[config.mk]
export PLATFORM = sky130hd
export DESIGN_NAME = matvec_engine_flat
export DESIGN_NICKNAME = d
export VERILOG_FILES = /design/src/rtl/matvec_engine_if.sv /design/src/rtl/matvec_engine.sv /design/src/flat_wrapper.sv
export SDC_FILE = /design/constraint.sdc
export NUM_CORES = 2
export LEC_CHECK = 0
export ABC_AREA = 1
export ABC_CLOCK_PERIOD_IN_PS = 26100
export CORE_MARGIN = 5
export CORE_UTILIZATION = 50
export CTS_CLUSTER_DIAMETER = 200
export DETAILED_ROUTE_END_ITERATION = 10
export MAX_ROUTING_LAYER = met4
export PLACE_DENSITY = 0.81
export SLEW_MARGIN = 20
export SYNTH_ARGS = -nofsm -noshare
export SYNTH_HDL_FRONTEND = slang
export SYNTH_SLANG_ARGS = --single-unit
[constraint.sdc]
create_clock -name clk -period 26.1 [get_ports clk]
set_clock_uncertainty 0.2 [all_clocks]
set_input_delay 2.61 -clock clk [delete_from_list [all_inputs] [get_ports clk]]
set_output_delay 2.61 -clock clk [all_outputs]
set_load 0.1 [all_outputs]
[src/rtl/matvec_engine_if.sv]
// Avalon-MM pipelined read bus between matvec_engine (master) and its memory (slave).
interface matvec_engine_if #(
    parameter int ADDR_WIDTH = 32,
    parameter int WORD_WIDTH = 64
);
    logic [ADDR_WIDTH-1:0] mem_address;
    logic                  mem_read;
    logic [WORD_WIDTH-1:0] mem_readdata;
    logic                  mem_readdatavalid;
    logic                  mem_waitrequest;

    modport master (
        output mem_address, mem_read,
        input  mem_readdata, mem_readdatavalid, mem_waitrequest
    );

    modport slave (
        input  mem_address, mem_read,
        output mem_readdata, mem_readdatavalid, mem_waitrequest
    );
endinterface

[src/rtl/matvec_engine.sv]
// Matrix-vector multiply: fetches B then ROWS rows of A over a pipelined
// read master, then runs ROWS parallel MAC lanes, one column per cycle.
module matvec_engine #(
    parameter int DATA_WIDTH = 8,
    parameter int ROWS       = 8,
    parameter int COLS       = 8,
    parameter int ACC_WIDTH  = 24,
    parameter int ADDR_WIDTH = 32,
    parameter int SIGNED     = 0
) (
    input  logic                      clk,
    input  logic                      rst,
    input  logic                      start,
    input  logic [ADDR_WIDTH-1:0]     base_addr,
    output logic                      busy,
    output logic                      done,
    output logic                      err,
    output logic [ROWS*ACC_WIDTH-1:0] c_out,
    matvec_engine_if.master           mem
);
    localparam int WORD_WIDTH = COLS * DATA_WIDTH;
    localparam int REQ_W      = $clog2(ROWS + 2);
    localparam int RSP_W      = $clog2(ROWS + 1);
    localparam int COL_W      = $clog2(COLS + 1);

    typedef enum logic [1:0] {IDLE, FILL, CALC, DONE} state_t;

    state_t                  state, state_next;
    logic [REQ_W-1:0]        req_cnt;
    logic [RSP_W-1:0]        rsp_cnt;
    logic [COL_W-1:0]        col_cnt;
    logic [WORD_WIDTH-1:0]   b_buf;
    logic [WORD_WIDTH-1:0]   a_buf [ROWS];
    logic [ACC_WIDTH-1:0]    acc   [ROWS];
    logic [DATA_WIDTH-1:0]   a_col [ROWS];
    logic [DATA_WIDTH-1:0]   b_col;
    logic [ACC_WIDTH-1:0]    prod  [ROWS];

    logic start_ok, accept, last_rsp, last_col;

    assign start_ok = start && (state == IDLE || state == DONE);
    assign accept   = mem.mem_read && !mem.mem_waitrequest;
    assign last_rsp = (state == FILL) && mem.mem_readdatavalid && (rsp_cnt == RSP_W'(ROWS));
    assign last_col = (col_cnt == COL_W'(COLS - 1));

    // Extend an element to accumulator width according to SIGNED.
    function automatic logic [ACC_WIDTH-1:0] ext(input logic [DATA_WIDTH-1:0] v);
        if (SIGNED != 0)
            return {{(ACC_WIDTH-DATA_WIDTH){v[DATA_WIDTH-1]}}, v};
        return {{(ACC_WIDTH-DATA_WIDTH){1'b0}}, v};
    endfunction

    // State register.
    always_ff @(posedge clk or posedge rst) begin
        // NOTE: sequential state uses non-blocking assignments so every flop samples pre-edge values.
        if (rst) state <= IDLE;
        else     state <= state_next;
    end

    // Next-state and status outputs.
    always_comb begin
        // NOTE: every signal gets a default first so no path leaves it unassigned (no latch).
        state_next = state;
        busy       = 1'b0;
        done       = 1'b0;
        case (state)
            IDLE: if (start) state_next = FILL;
            FILL: begin
                busy = 1'b1;
                if (last_rsp) state_next = CALC;
            end
            CALC: begin
                busy = 1'b1;
                if (last_col) state_next = DONE;
            end
            DONE: begin
                done = 1'b1;
                if (start) state_next = FILL;
            end
            default: state_next = IDLE;
        endcase
    end

    // Request issue: address advances only on acceptance, read drops after the last one.
    always_ff @(posedge clk or posedge rst) begin
        if (rst) begin
            mem.mem_address <= '0;
            mem.mem_read    <= 1'b0;
            req_cnt         <= '0;
        end else if (start_ok) begin
            mem.mem_address <= base_addr;
            mem.mem_read    <= 1'b1;
            req_cnt         <= '0;
        end else if (accept) begin
            req_cnt <= req_cnt + REQ_W'(1);
            if (req_cnt == REQ_W'(ROWS))
                mem.mem_read <= 1'b0;
            else
                mem.mem_address <= mem.mem_address + ADDR_WIDTH'(1);
        end
    end

    // Column select for the current MAC step and the per-lane products.
    always_comb begin
        b_col = '0;
        for (int r = 0; r < ROWS; r++) a_col[r] = '0;
        for (int j = 0; j < COLS; j++) begin
            if (col_cnt == COL_W'(j)) begin
                b_col = b_buf[j*DATA_WIDTH +: DATA_WIDTH];
                for (int r = 0; r < ROWS; r++) a_col[r] = a_buf[r][j*DATA_WIDTH +: DATA_WIDTH];
            end
        end
        for (int r = 0; r < ROWS; r++) prod[r] = ext(a_col[r]) * ext(b_col);
    end

    // Response capture, sticky error flag, and accumulation.
    always_ff @(posedge clk or posedge rst) begin
        if (rst) begin
            // NOTE: buffers are reset because reset must leave no stale operands behind.
            rsp_cnt <= '0;
            col_cnt <= '0;
            err     <= 1'b0;
            b_buf   <= '0;
            for (int r = 0; r < ROWS; r++) begin
                a_buf[r] <= '0;
                acc[r]   <= '0;
            end
        end else begin
            if (start_ok) begin
                rsp_cnt <= '0;
                col_cnt <= '0;
                err     <= 1'b0;
                for (int r = 0; r < ROWS; r++) acc[r] <= '0;
            end
            if (mem.mem_readdatavalid) begin
                if (state == FILL) begin
                    if (rsp_cnt == '0) b_buf <= mem.mem_readdata;
                    for (int r = 0; r < ROWS; r++)
                        if (rsp_cnt == RSP_W'(r + 1)) a_buf[r] <= mem.mem_readdata;
                    rsp_cnt <= rsp_cnt + RSP_W'(1);
                end else begin
                    err <= 1'b1;
                end
            end
            if (state == CALC) begin
                for (int r = 0; r < ROWS; r++) acc[r] <= acc[r] + prod[r];
                col_cnt <= col_cnt + COL_W'(1);
            end
        end
    end

    // Results are the accumulators; they are final and held once DONE is reached.
    always_comb begin
        c_out = '0;
        for (int r = 0; r < ROWS; r++) c_out[r*ACC_WIDTH +: ACC_WIDTH] = acc[r];
    end
endmodule

[src/flat_wrapper.sv]
// flat-port wrapper written by rule: the top's interface ports become plain ports
module matvec_engine_flat 
#(
    parameter int DATA_WIDTH = 8,
    parameter int ROWS       = 8,
    parameter int COLS       = 8,
    parameter int ACC_WIDTH  = 24,
    parameter int ADDR_WIDTH = 32,
    parameter int SIGNED     = 0
)
  (clk, rst, start, base_addr, busy, done, err, c_out, mem_mem_address, mem_mem_read, mem_mem_readdata, mem_mem_readdatavalid, mem_mem_waitrequest);
  matvec_engine_if #(.ADDR_WIDTH(ADDR_WIDTH), .WORD_WIDTH((COLS * (8)))) mem_i ();
  input  logic clk;
  input  logic rst;
  input  logic start;
  input  logic [ADDR_WIDTH-1:0] base_addr;
  output logic busy;
  output logic done;
  output logic err;
  output logic [ROWS*ACC_WIDTH-1:0] c_out;
  output wire logic [$bits(mem_i.mem_address)-1:0] mem_mem_address;
  output wire logic [$bits(mem_i.mem_read)-1:0] mem_mem_read;
  input wire logic [$bits(mem_i.mem_readdata)-1:0] mem_mem_readdata;
  input wire logic [$bits(mem_i.mem_readdatavalid)-1:0] mem_mem_readdatavalid;
  input wire logic [$bits(mem_i.mem_waitrequest)-1:0] mem_mem_waitrequest;
  assign mem_mem_address = mem_i.mem_address;
  assign mem_mem_read = mem_i.mem_read;
  assign mem_i.mem_readdata = mem_mem_readdata;
  assign mem_i.mem_readdatavalid = mem_mem_readdatavalid;
  assign mem_i.mem_waitrequest = mem_mem_waitrequest;
  matvec_engine #(.DATA_WIDTH(DATA_WIDTH), .ROWS(ROWS), .COLS(COLS), .ACC_WIDTH(ACC_WIDTH), .ADDR_WIDTH(ADDR_WIDTH), .SIGNED(SIGNED)) u_core (.clk(clk), .rst(rst), .start(start), .base_addr(base_addr), .busy(busy), .done(done), .err(err), .c_out(c_out), .mem(mem_i));
endmodule
* After elaboration in Yosys (flattened, before gate mapping)
Cells that the tools add are included.
Widths: inputs -> output; s select.
** Word-level totals
- Output and inout port bits :: 228
- Input bits :: 101
- Word-level logic and storage cells :: 133
- Flip-flop bits (word level) :: 816
** Cells by class
- Reduce and logical (&&, ||, !) cells :: 26
- Muxes and demuxes :: 40
- $mul :: 8
- Add/subtract/negate cells :: 12
- Equality and inequality tests :: 23
** Operator list (number)
- $mux 64 :: 8
- $mux 192 :: 2
- $add 24x16->24 :: 8
- $mul 8x8->16 :: 8
- $mux 32 :: 3
- $mux 8 :: 8
- $add 32x1->32 const B :: 1
- $eq 4x3->1 const B :: 8
- $reduce_and 3->1 :: 10
- $mux 4 :: 7
- $eq 4x2->1 const B :: 4
- $add 4x1->4 const B :: 3
- $eq 4x1->1 const B :: 2
- $eq 4x4->1 const B :: 2
- $logic_not 4->1 :: 2
- $mux 1 :: 8
- $ne 2x1->1 const B :: 4
- $mux 2 :: 3
- $pmux 2 s3 :: 1
- $reduce_bool 2->1 :: 3
- $eq 2x2->1 const B :: 2
- $logic_and 1x1->1 :: 4
- $reduce_and 2->1 :: 2
- $reduce_or 2->1 :: 2
- 4 further kinds :: 4

* Longest topological paths before layout
- Word-level depth :: 12
- Mapped depth :: 36
- Depth with buffers taken out :: 34

* Worst setup path before layout
Ideal clock, no wire load.
- Kind :: flip-flop to flip-flop
- Start point :: reg u_core.col_cnt[0]
- End point :: reg u_core.acc (netlist bit u_core.c_out[45])
- Slack :: 20.328 ns
- Required time :: 25.786 ns
- Arrival :: 5.458 ns
- Buffers on the path :: 2
- Cell stages (with the launch flop) :: 29
- Path through :: dfrtp_1 -> ha_1 -> inv_2 -> buf_2 -> clkbuf_1 -> nand4_1 -> nand3_1 -> nand2_1 -> nand4_1 -> nand2_1 -> nand2_1 -> nand2_2 -> inv_2 -> nand2_1 -> fa_1 -> inv_1 -> fa_1 -> inv_1 -> fa_1 -> fa_1 -> inv_1 -> ha_1 -> inv_1 -> o21ai_0 -> a21oi_1 -> o21ai_0 -> nand4_1 -> nand2_1 -> inv_1
** On the way
- Word-level cells in the longest chain between the ends :: 12
- Elaborated cells on any way between the ends :: 27
- Those cells by class :: 1 x add/sub; 1 x mul; 7 x eq/ne; 17 x mux; 1 x reduce/logical
** Ends and longest elaborated chain
- start: declaration :: line matvec_engine.sv:31 : logic [COL_W-1:0] col_cnt;
- start signal: assignment :: line matvec_engine.sv:147 : col_cnt <= col_cnt + COL_W'(1);
- $logic_not 4->1 :: line matvec_engine.sv:108 : if (col_cnt == COL_W'(j)) begin
- $mux 64 / $mux 8 (equally long branches) (8 in series) :: line matvec_engine.sv:108
- $mul 8x8->16 (*) :: line matvec_engine.sv:113 : for (int r = 0; r < ROWS; r++) prod[r] = ext(a_col[r]) * ext(b_col);
- $add 24x16->24 (*) :: line matvec_engine.sv:146 : for (int r = 0; r < ROWS; r++) acc[r] <= acc[r] + prod[r];
- $mux 192 (*) :: line matvec_engine.sv:145 : if (state == CALC) begin
- end signal: indexed assignment :: line matvec_engine.sv:126 : acc[r] <= '0;
- end: declaration :: line matvec_engine.sv:34 : logic [ACC_WIDTH-1:0] acc [ROWS];
Every way passes the cells marked *; elsewhere a longest branch is shown, timed or not.
A chain may end at the register's enable or synchronous reset.

* Worst setup path in the final report
- Start point :: reg u_core.col_cnt[1]
- End point :: reg u_core.acc (netlist bit u_core.c_out[47])
The elaborated chain is that of the path after synthesis.

==> impl_metrics.yaml <==
critical_path:
  crit_fanout: 57
  slowest_stage: "buf_4"
  rr_worst_depth: 32
  crit_path_end_kind: "flip-flop"
  required_ns: 26.53
  cpPeakStageDelay_ns: 0.66
  path_class: "flip-flop to flip-flop"
  path_common_cell: "inv_1"
  critPathArrivalTime_ns: 9.61
  worstSetupStartpoint: "u_core.col_cnt[1]$_DFFE_PP0P_"
  start_kind: "flip-flop"
  r2r_start: "u_core.col_cnt[1]$_DFFE_PP0P_"
cells_and_area:
  fillers: 10607
  final-seq-area_sq_um: 20400
  layout_commonest_cell: "nand2_1"
  multi_input_area_sq_um: 32500
  final_cell_mix: "nand2_1 (2081), inv_1 (1230), o21ai_0 (889)"
  nNetsFinal: 8711
  final_util_pct: 56.6
  drive_gt1_share_pct: 4.67
  syn_to_final_growth_pct: 12.5
  finalNonFillerCells: 9485
grt:
  grt_pass1_vias: 52415
  grt-ovfl-total: 0
  antenna_found_initial: 6
  grt_pass1_wl_mm: 297
  grt_usage_pct: 30.8
  grt_max_degree: 104
cts:
  cts_max_path_buffers: 3
  cts_tree: "done"
  clock-sinks: 816
  clock-root-buffer: "clkbuf_16"
  clkLatencyLatePin_ns: 0.72
  path_clk_slew_ns: 0.06
  post_cts_buffers: 0
  cts_resized: 0
  hold_buffers: 0
  cts_buffers: 92
  htreeDepth: 3
power:
  sequentialPowerShare_pct: 20.0
  vdd_ir_drop_max_uv: 136
  p_int_mw: 4.17
  power_density_nw_per_um2: 140
  clkPwrFrac_pct: 14.8
  p_leak_nw: 34.4
  p_sw_mw: 5.20
  switching_share_pct: 55.5
  power_frac_comb_pct: 65.2
detailed_routing:
  firstDrtPassIters: 6
  drt_iter0_drc: 6279
  routed_wl_mm: 190
  remaining_drc_errors: 0
  ant_nets: 0
  num_vias: 53389
  wire_per_inst_microns: 20.0
  via_per_inst: 5.63
placed_design:
  gp_congestion: 0.954
  placed_cells: 9308
  portBuffers: 328
  dp_hpwl_mm: 135
hold_path:
  min_path_cells: 2
  worstHoldStart: "u_core.a_buf[86]$_DFFE_PP0P_"
  hp-class: "flip-flop to flip-flop"
floorplan:
  core_area_sq_um: 118000
  die_area_sq_um: 126000
  rows: 126
  die_h_microns: 354
  start_util_pct: 50.3
  ios: 329
  die_w_microns: 354
yosys:
  syn_inst: 7724
  avgSynthCellArea_sq_um: 7.68
  yosys_warnings: 0
  synth_top_family_by_area: "simple AND/OR/NAND/NOR gates"
  synth_edf_count: 0
  ys_seq_area_share_pct: 34.4
  synthXorXnorAreaFrac_pct: 0.723
  syn_nets: 8568
  synthDistinctLibCells: 46
  synthAdderAreaFrac_pct: 20.7
  yosys-top-cells-area: "dfrtp_1 (34%), fa_1 (13%), nand2_1 (13%), inv_1 (7.8%), o21ai_0 (7.5%)"
  synth_top_area_cell: "dfrtp_1"
  synth_async_sr_flop_share_pct: 100
  synth_ff_type: "dfrtp_1"
  synthMuxAreaShare_pct: 0
  synth_top_area_share_pct: 34.4
  syn_area_sq_um: 59300
  synth-seq-cells: 816
  synth_compound_area_share_pct: 10.6
  synth-simple-area-share_pct: 22.7
sta:
  rsz0062_at_grt: "no"
  setup_tns_ns: 0
  relSlewSlack_pct: 21.2
  drv_slew: 0
  fin_crit_sh_pct: 35.2
  finalHoldViolCount: 0
  setup_violations: 0
  min_period_ns: 9.18
  worstMarginPinSlew_ns: 1.18
  fmaxAchievable_mhz: 109
status:
  status: "finished, final reports clean"
run:
  drv_cap: 0
==> per-layer routing <==
metal  vias up  share of wire, %  GRT usage, %
met5         -                 0             -
met2      2705                46          48.0
li1      24372                 -             -
met3       501                10          6.44
met4         0               5.1          13.8
met1     25811                39          39.1
==> sequential cells by signal, summed over array words and instances (netlist names) <==
name,count
u_core.mem.mem_address,32
u_core.mem.mem_read,1
u_core.state,2
u_core.req_cnt,4
u_core.c_out,192
u_core.a_buf,512
u_core.col_cnt,4
u_core.err,1
u_core.b_buf,64
u_core.rsp_cnt,4
==> power groups by stage <==
stage | clock network (mW) | registers [mW] | logic [mW]
6_report | 1.39 | 1.87 | 6.11
5_1_grt | 1.45 | 1.90 | 6.77
4_1_cts | 1.40 | 1.86 | 6.02
3_5_place_dp | 0 | 1.88 | 5.98
3_3_place_gp | 0 | 1.86 | 5.83
2_1_floorplan | 0 | 2.34 | 3.78
==> critical path: cells and delay by family, from the launching register on <==
family | cells | cell delay, ns
DFF | 1 | 0.40
AOI/OAI and AO/OA | 3 | 1.25
buffers and inverters | 13 | 3.54
and+or+nand+nor | 10 | 1.22
adders and majority gates | 6 | 2.46
==> cell families after synthesis <==
kind of cell | Yosys count
compound gates | 1191
xor+xnor | 49
fa+ha+maj | 743
buf+inv | 1627
flops | 816
simple gates | 3298
==> stage by stage <==
step           hold WS [ns]  setup WS [ns]  area [sq um]  total power, mW
4_1_cts               0.283          17.20         66700             9.28
6_report              0.282          16.92         66700             9.37
5_1_grt               0.294          16.46         66700             10.1
3_3_place_gp          0.260          17.36         63500             7.70
3_5_place_dp          0.267          17.24         63500             7.85
2_1_floorplan         0.246          0.371         59300             6.12
==> worst paths after layout <==
| path | to | slack, ns |
|---|---|---|
| min in group asynchronous | u_core.req_cnt[0]$_DFFE_PP0P_ | 2.25 |
| min | u_core.a_buf[86]$_DFFE_PP0P_ | 0.28 |
| max reg2reg | u_core.c_out[47]$_DFFE_PP0P_ | 16.92 |
| min reg2reg | u_core.a_buf[86]$_DFFE_PP0P_ | 0.28 |
| max | u_core.c_out[47]$_DFFE_PP0P_ | 16.92 |
| max in group asynchronous | u_core.c_out[186]$_DFFE_PP0P_ | 20.64 |
==> cell usage after synthesis, types with 4 or more instances <==
cell / instances
nor3_1: 31
a21oi_1: 188
nand3_1: 243
o22ai_1: 34
clkbuf_1: 181
nand2_2: 41
a211oi_1: 4
nor2_4: 4
a21oi_2: 13
o211ai_1: 12
o221ai_1: 6
nor2_1: 663
buf_4: 15
o21ai_0: 889
buf_2: 100
fa_1: 400
ha_1: 343
inv_1: 1232
inv_2: 54
buf_1: 15
a22o_1: 10
and2_1: 6
or2_2: 4
nand3b_1: 7
xnor2_1: 15
nand2_1: 2092
o21a_1: 8
nand2_4: 4
dfrtp_1: 816
nand4_1: 190
o21ai_2: 15
nor4_1: 5
buf_6: 25
or2_0: 4
xor2_1: 34
==> final cells by class <==
class | count | area share [%]
Timing Repair Buffer | 388 | 5.63
Clock inverter | 46 | 0.960
Clock buffer | 125 | 3.88
Tap cell | 1536 | 2.88
Antenna cell | 5 | 0.0188
Sequential cell | 816 | 30.6
Multi-Input combinational cell | 5281 | 48.8
Inverter | 1288 | 7.27
(Power assumes the default switching activity.)
